## src/rtl/fetch_decouple_queue_pkg.sv

```systemverilog
// Shared defaults for the IF/ID decoupling queue: data width, queue depth
// and the instruction word presented to ID when the queue is empty.
package fetch_decouple_queue_pkg;

    localparam int WIDTH_DEF = 32;
    localparam int DEPTH_DEF = 4;

    localparam logic [31:0] NOP_INSTR = 32'h0000_0000;

endpackage

```

## src/rtl/fetch_queue_mem.sv

```systemverilog
// Entry storage for the fetch queue: one synchronous write port and one
// asynchronous read port. Contents are deliberately left unreset.
module fetch_queue_mem #(
    parameter  int DATA_W = 64,
    parameter  int DEPTH  = 4,
    localparam int PTR_W  = $clog2(DEPTH)
) (
    input  logic              clk,
    input  logic              wr_en,
    input  logic [PTR_W-1:0]  wr_addr,
    input  logic [DATA_W-1:0] wr_data,
    input  logic [PTR_W-1:0]  rd_addr,
    output logic [DATA_W-1:0] rd_data
);

    logic [DATA_W-1:0] mem_reg [DEPTH];

    always_ff @(posedge clk) begin
        if (wr_en) begin
            mem_reg[wr_addr] <= wr_data;
        end
    end

    assign rd_data = mem_reg[rd_addr];

endmodule

```

## src/rtl/fetch_decouple_queue.sv

```systemverilog
// In-order FIFO between IF and ID. Freezes IF when full and discards every
// buffered entry (plus the incoming wrong-path one) on branch_taken.
module fetch_decouple_queue
    import fetch_decouple_queue_pkg::*;
#(
    parameter  int WIDTH = WIDTH_DEF,
    parameter  int DEPTH = DEPTH_DEF,
    localparam int PTR_W = $clog2(DEPTH)
) (
    input  logic             clk,
    input  logic             rst,
    input  logic             if_valid,
    input  logic [WIDTH-1:0] if_pc,
    input  logic [WIDTH-1:0] if_instruction,
    output logic             freeze,
    input  logic             branch_taken,
    input  logic             id_ready,
    output logic             id_valid,
    output logic [WIDTH-1:0] id_pc,
    output logic [WIDTH-1:0] id_instruction,
    output logic [PTR_W:0]   count
);

    localparam logic [PTR_W:0] FULL_COUNT = (PTR_W + 1)'(DEPTH);

    logic [PTR_W-1:0]   wr_ptr_reg, wr_ptr_next;
    logic [PTR_W-1:0]   rd_ptr_reg, rd_ptr_next;
    logic [PTR_W:0]     count_reg, count_next;
    logic               full;
    logic               enq;
    logic               deq;
    logic [2*WIDTH-1:0] head_entry;

    // Full is decoded from the registered count only, so freeze never depends
    // combinationally on ID's ready; a dequeue cannot make room in the same cycle.
    assign full     = (count_reg == FULL_COUNT);
    assign freeze   = full;
    assign id_valid = (count_reg != '0);
    assign enq      = if_valid & ~full & ~branch_taken;
    assign deq      = id_valid & id_ready;

    always_comb begin
        wr_ptr_next = wr_ptr_reg;
        rd_ptr_next = rd_ptr_reg;
        count_next  = count_reg;
        if (branch_taken) begin
            wr_ptr_next = '0;
            rd_ptr_next = '0;
            count_next  = '0;
        end else begin
            if (enq) begin
                wr_ptr_next = wr_ptr_reg + PTR_W'(1);
            end
            if (deq) begin
                rd_ptr_next = rd_ptr_reg + PTR_W'(1);
            end
            case ({enq, deq})
                2'b10:   count_next = count_reg + (PTR_W + 1)'(1);
                2'b01:   count_next = count_reg - (PTR_W + 1)'(1);
                default: count_next = count_reg;
            endcase
        end
    end

    always_ff @(posedge clk or negedge rst) begin
        if (!rst) begin
            wr_ptr_reg <= '0;
            rd_ptr_reg <= '0;
            count_reg  <= '0;
        end else begin
            wr_ptr_reg <= wr_ptr_next;
            rd_ptr_reg <= rd_ptr_next;
            count_reg  <= count_next;
        end
    end

    fetch_queue_mem #(
        .DATA_W (2 * WIDTH),
        .DEPTH  (DEPTH)
    ) u_mem (
        .clk     (clk),
        .wr_en   (enq),
        .wr_addr (wr_ptr_reg),
        .wr_data ({if_pc, if_instruction}),
        .rd_addr (rd_ptr_reg),
        .rd_data (head_entry)
    );

    // Unwritten (unreset) slots are never exposed: empty forces constants.
    assign id_pc          = id_valid ? head_entry[2*WIDTH-1:WIDTH] : '0;
    assign id_instruction = id_valid ? head_entry[WIDTH-1:0] : WIDTH'(NOP_INSTR);
    assign count          = count_reg;

endmodule

```

## config.mk

```make
export PLATFORM = sky130hd
export DESIGN_NAME = fetch_decouple_queue
export DESIGN_NICKNAME = d
export VERILOG_FILES = /design/src/rtl/fetch_decouple_queue_pkg.sv /design/src/rtl/fetch_queue_mem.sv /design/src/rtl/fetch_decouple_queue.sv
export SDC_FILE = /design/constraint.sdc
export NUM_CORES = 1
export LEC_CHECK = 0
export BUFFER_PORTS_ARGS = -buffer_cell sky130_fd_sc_hd__buf_2
export CORE_MARGIN = 4
export CORE_UTILIZATION = 57
export CTS_CLUSTER_DIAMETER = 40
export CTS_CLUSTER_SIZE = 30
export DETAILED_ROUTE_END_ITERATION = 12
export PLACE_DENSITY = 0.79
export SLEW_MARGIN = 20
export SYNTH_ARGS = -nofsm -noshare
export SYNTH_HDL_FRONTEND = slang
export SYNTH_SLANG_ARGS = --single-unit
export TNS_END_PERCENT = 10
```

## constraint.sdc

```tcl
create_clock -name clk -period 4.3 [get_ports clk]
set_clock_uncertainty 0.15 [all_clocks]
set_input_delay 0.43 -clock clk [delete_from_list [all_inputs] [get_ports clk]]
set_output_delay 0.43 -clock clk [all_outputs]
set_load 0.02 [all_outputs]
```

== Yosys cells after proc, flatten, opt, wreduce, memory -nomap -nowiden ==
Memory sizes are Yosys's and may differ from the RTL's.
Index checks and enable logic that the tools add are counted.

* Add/subtract/negate cells: 4
* Equal/unequal tests: 3
* Shift operators: 0
* Magnitude comparators: 0
* Divide/modulo/power cells: 0
* Multipliers: 0
* Bitwise gates (word level): 5
* Reduce and logical (&&, ||, !) cells: 4
* Multiplexer cells: 10

{| class="wikitable"
|+ Operators with widths
! cell !! number
|-
| $mux 32 || 2
|-
| $mux 2 || 4
|-
| $pmux 3 s2 || 1
|-
| $reduce_bool 3->1 || 2
|-
| $add 2x1->2 const B || 2
|-
| $reduce_bool 2->1 || 2
|-
| $add 3x1->3 const B || 1
|-
| $and 1x1->1 || 3
|-
| $eq 3x3->1 const B || 1
|-
| $mux 3 || 1
|-
| $sub 3x1->3 const B || 1
|-
| $eq 2x1->1 const B || 1
|-
| $eq 2x2->1 const B || 1
|-
| $mux 1 || 2
|-
| $not 1->1 || 2
|}

* Bits of input ports: 69
* Flip-flop bits (word level): 7
* Memories: 1
* RAM bits: 256
* ROM bits: 0
* Latch bits: 0

{| class="wikitable"
|+ Memories
! memory !! words !! width !! read ports !! clocked after Yosys merged registers in !! wr ports !! RTL line !! source
|-
| u_mem.mem_reg || 4 || 64 || 1 || 0 || 1 || fetch_queue_mem.sv:16 || <nowiki>logic [DATA_W-1:0] mem_reg [DEPTH];</nowiki>
|}

== Depth between registers and ports, before layout ==
* Depth after elaboration: 7
* Gate-level depth with buffers: 8

== By module ==
From an unflattened synthesis, not the netlist that was laid out.

* Cells, all modules: 464
* Area total of the unflattened synthesis: 10311.1 µm²

{| class="wikitable"
|+ By module, submodules not included
! module !! instances !! seq. area each (µm²) !! cells an instance !! area each (µm²)
|-
| fetch_queue_mem || 1 || 7687.4 || 338 || 9341.5
|-
| fetch_decouple_queue || 1 || 175.2 || 126 || 969.7
|}

== Worst setup path before layout ==
Ideal clock, no wire load.

* Path kind: flip-flop to flip-flop
* Start point: reg count_reg[0] (netlist: count[0])
* End point: mem u_mem.mem_reg[0][0] (enable)
* Setup slack: 1.004 ns
* Data required time: 3.721 ns
* Cell stages (with the launch flop): 6
* Library setup time: 0.429 ns
* Clock period less this slack: 3.296 ns
* Arrival time: 2.717 ns
* Cell sequence: dfrtp_1 -> buf_2 -> nor2_1 -> and2_1 -> nor2_1 -> and2_1

* Word-level cells in the longest chain between the ends: 6

{| class="wikitable"
|+ Ends and longest elaborated chain
! element !! RTL line !! source
|-
| start: declaration || fetch_decouple_queue.sv:28 || <nowiki>logic [PTR_W:0] count_reg, count_next;</nowiki>
|-
| start signal: assignment || fetch_decouple_queue.sv:73 || <nowiki>count_reg <= count_next;</nowiki>
|-
| $eq 3x3->1 || fetch_decouple_queue.sv:36 || <nowiki>assign full = (count_reg == FULL_COUNT);</nowiki>
|-
| named net freeze || fetch_decouple_queue.sv:15 || <nowiki>output logic freeze,</nowiki>
|-
| $not 1->1 || fetch_decouple_queue.sv:39 || <nowiki>assign enq = if_valid & ~full & ~branch_taken;</nowiki>
|-
| $and 1x1->1 (2 in series) || fetch_decouple_queue.sv:39 ||
|-
| $mux 1 || fetch_queue_mem.sv:19 || <nowiki>if (wr_en) begin</nowiki>
|-
| $mux 1 (not written as such) || fetch_queue_mem.sv:20 || <nowiki>mem_reg[wr_addr] <= wr_data;</nowiki>
|-
| end: declaration || fetch_queue_mem.sv:16 ||
|}

The timed path passes the listed nets, and every way through them passes these cells.

== Final worst setup path ==
* Start point: reg rd_ptr_reg[0]
* End point: out id_pc[31]

* Word-level cells in the longest chain between the ends: 2

{| class="wikitable"
|+ Ends and longest elaborated chain
! element !! RTL line !! source
|-
| start: declaration || fetch_decouple_queue.sv:27 || <nowiki>logic [PTR_W-1:0] rd_ptr_reg, rd_ptr_next;</nowiki>
|-
| start signal: assignment || fetch_decouple_queue.sv:72 || <nowiki>rd_ptr_reg <= rd_ptr_next;</nowiki>
|-
| $mem_v2 4x64 || -- ||
|-
| $mux 32 || fetch_decouple_queue.sv:90 || <nowiki>assign id_pc = id_valid ? head_entry[2*WIDTH-1:WIDTH] : '0;</nowiki>
|-
| end: declaration || fetch_decouple_queue.sv:19 || <nowiki>output logic [WIDTH-1:0] id_pc,</nowiki>
|}

Every way passes these cells.

==> flow_summary.ini <==
[setup_path]
r2r_setup_slack_ns = 1.44
worst_setup_path_startpoint = rd_ptr_reg[0]$_DFFE_PN0P_
critPathLaunchType = flip-flop
timing.critical_path.arrival_ns = 2.52
worst-path-max-fanout = 48
worst-r2r-cell-count = 5
worst_setup_path_end_kind = primary output
critical_path_required_ns = 3.72
worst-setup-path-type = reg2out
r2r-end = count[1]$_DFFE_PN0P_
regToRegStartpoint = count[0]$_DFFE_PN0P_

[logic_synthesis]
yosysWarningCount = 0
seq_area_frac_synth_pct = 76.7
synth-simple-area-share_pct = 5.31
netlist_instances = 473
synthMuxAreaShare_pct = 14.2
synth_top_family_by_area = multiplexers
synth_compound_area_share_pct = 1.03
yosys.area.top_type = edfxtp_1
yosysUniqueCellTypes = 32
yosys-top-cells-area = edfxtp_1 (75%), mux4_2 (14%), and2_1 (4.2%)
synth_fa_ha_area_share_pct = 0.684
net_count_synth = 547
yosysTopAreaCellShare_pct = 75.0
yosys_register_bits = 263
synth_xor_area_share_pct = 0.342
postSynthAreaPerCell_um2 = 21.7
syn_area_um2 = 10200

[clocking]
clkTransAtPathRegs_ns = 0.06
number_of_sinks_driven_by_the_clock_tree = 263
cts_repair_resize_count = 0
clkLatencyLatePin_ns = 0.49
h-tree-depth = 2
postCtsSetupRepairBufs = 0
numCtsBuffers = 35
clock_tree.root_cell = clkbuf_16
holdBufCountCts = 51
cts_tree = built
clock_tree.buffer_depth = 3

[place]
port_buffers = 137
gp_congestion = 0.754
dp.final_hpwl_um = 10200

[sta]
fin_worst_hold_slack_ns = 0.0201
report.final.hold_viol_count = 0
final_min_period_over_clock_period_pct = 72.1
maxSlewViolCount = 0
finalSetupTns_ns = 0
timing.fmax_ghz = 0.322
unrepaired_setup_endpoints_after_global_routing = no
setup_viol_count_final = 0
period_minus_slack_ns = 3.10
worst-slew-pin-transition_ns = 1.02
worst_slew_margin_rel_pct = 31.9

[global_routing]
first_pass_grt_wire_length_um = 31400
antenna_found_initial = 0
grt-ovfl-total = 0
track_usage_pct = 20.3
first_global_vias = 5612
grt_start_max_net_pins = 69

[floorplan]
die_w_um = 142
die_h_um = 142
design.die.area_um2 = 20200
fp-row-count = 48
start_util_pct = 58.6
count_of_boundary_i_o_pins = 138
design.core.area_um2 = 17500

[cells_and_area]
largest_register_ff_count = 256
final.fill_count = 1012
n_antenna_cell = 0
final_nets = 748
drive_gt1_share_pct = 38.2
area_growth_syn_to_layout_pct = 24.2

[hold_path]
hold-path-endpoint = u_mem.mem_reg[0][0]$_DFFE_PP_
cells_on_worst_hold_path = 1
hold_path.class = in2reg
holdCritStartpoint = if_instruction[0]

[routing]
drc = 0
dr.pass1.iters = 5
via_count = 5234
wire_per_inst_um = 21.3
detail_route.vias_per_cell = 5.68
wl_um = 19600
post_route_antenna_net_violation_count = 0
detail_route.iter0.violations = 377

[power]
power-per-cell-area_nw_per_um2 = 533
worst_ir_drop_vdd_v = 0.000604
power.leakage_nw = 4.46

[run_status]
status = finished, final reports clean

[flow_run]
max_cap_violations = 0
==> through the flow <==
stage                     total power, mW  setup WS, ns  area, um^2  std cells  utilization (%)
after global routing                 7.08          1.02       12700        921             72.8
after CTS                            6.86          1.12       12700        920             72.8
after detailed placement             4.09          1.34       11100        810             63.4
after global placement               4.06          1.60       11100        810             63.4
final                                6.79          1.20       12700        921             72.8
after floorplan                      3.76          1.00       10200        473                -
==> synthesized netlist by cell type <==
cell,count
edfxtp_1,256
and2_1,69
mux4_2,64
buf_2,9
nor2_1,8
dfrtp_1,7
buf_6,6
clkbuf_1,6
nand2_1,6
ha_1,4
a21oi_1,3
buf_4,3
inv_1,3
nand2b_1,3
nand3_1,3
xor2_1,3
a2111oi_0,2
clkbuf_2,2
o21ai_0,2
o22ai_1,2
a21bo_2,1
a21o_1,1
a31oi_1,1
a32oi_1,1
fa_1,1
mux2i_1,1
nand3b_1,1
nor3b_1,1
o211a_1,1
o211ai_1,1
or3_4,1
xnor2_1,1
==> where the power goes <==
part	total (mW)	switching (mW)	internal [mW]
registers	3.00	0.0750	2.93
logic	1.05	0.589	0.466
clock network	2.73	1.03	1.70
==> worst max-delay path, stage by stage (launching register included) <==
cell     delay (ns)
dfrtp_4        0.67
buf_12         0.38
mux4_2         0.55
and2_1         0.20
buf_2          0.17
==> cell usage in the layout (no fill, tap or decap), types with 2 or more instances in the layout <==
cell type and count:
clkbuf_1 3, clkbuf_16 37, o22ai_1 2, clkinv_2 5, and2_1 65, xor2_1 3
buf_2 137, clkinv_4 3, a2111oi_0 2, dfrtp_1 5, dlygate4sd3_1 52, a21oi_1 3
edfxtp_1 256, nand2_1 6, o21ai_0 2, nand3_1 3, mux4_2 64, and2_4 4
inv_6 3, dfrtp_4 2, nor2_1 8, bufinv_16 2, clkinvlp_4 5, ha_1 4
inv_1 3, nand2b_1 3
==> routing by layer <==
layer	global-route usage, %	wire (um)	part of all wire, %	vias up
met5	0	0	0	-
met3	4.64	1640	8.4	27
li1	-	-	-	2315
met1	27.4	7820	40	2668
met2	33.6	9790	50	224
met4	5.86	322	1.6	0
==> how the worst max path moves through the flow <==
stage / end / cells after the start
after CTS: id_pc[31] / 4
after detailed placement: count[1]$_DFFE_PN0P_ / 5
after floorplan: u_mem.mem_reg[0][0]$_DFFE_PP_ / 5
after global placement: count[1]$_DFFE_PN0P_ / 5
final: id_pc[31] / 4
after global routing: id_instruction[18] / 4
==> cell type report <==
type                            count  area (um^2)  area share, %
Clock buffer                       40          937           7.36
Multi-Input combinational cell    181         2220           17.4
Clock inverter                     19          186           1.46
Timing Repair Buffer              190         1230           9.63
Sequential cell                   263         7870           61.8
Inverter                            3         11.3         0.0885
Tap cell                          225          282           2.21
==> cell families after synthesis <==
| kind of cell | after synthesis |
|---|---|
| AND/OR/NAND/NOR | 92 |
| buffers and inverters | 29 |
| AO/OA/AOI/OAI | 15 |
| flip-flops | 263 |
| multiplexers | 65 |
| XOR/XNOR | 4 |
| adder cells (fa/ha/maj) | 5 |
Power figures use the tool's default switching activity.
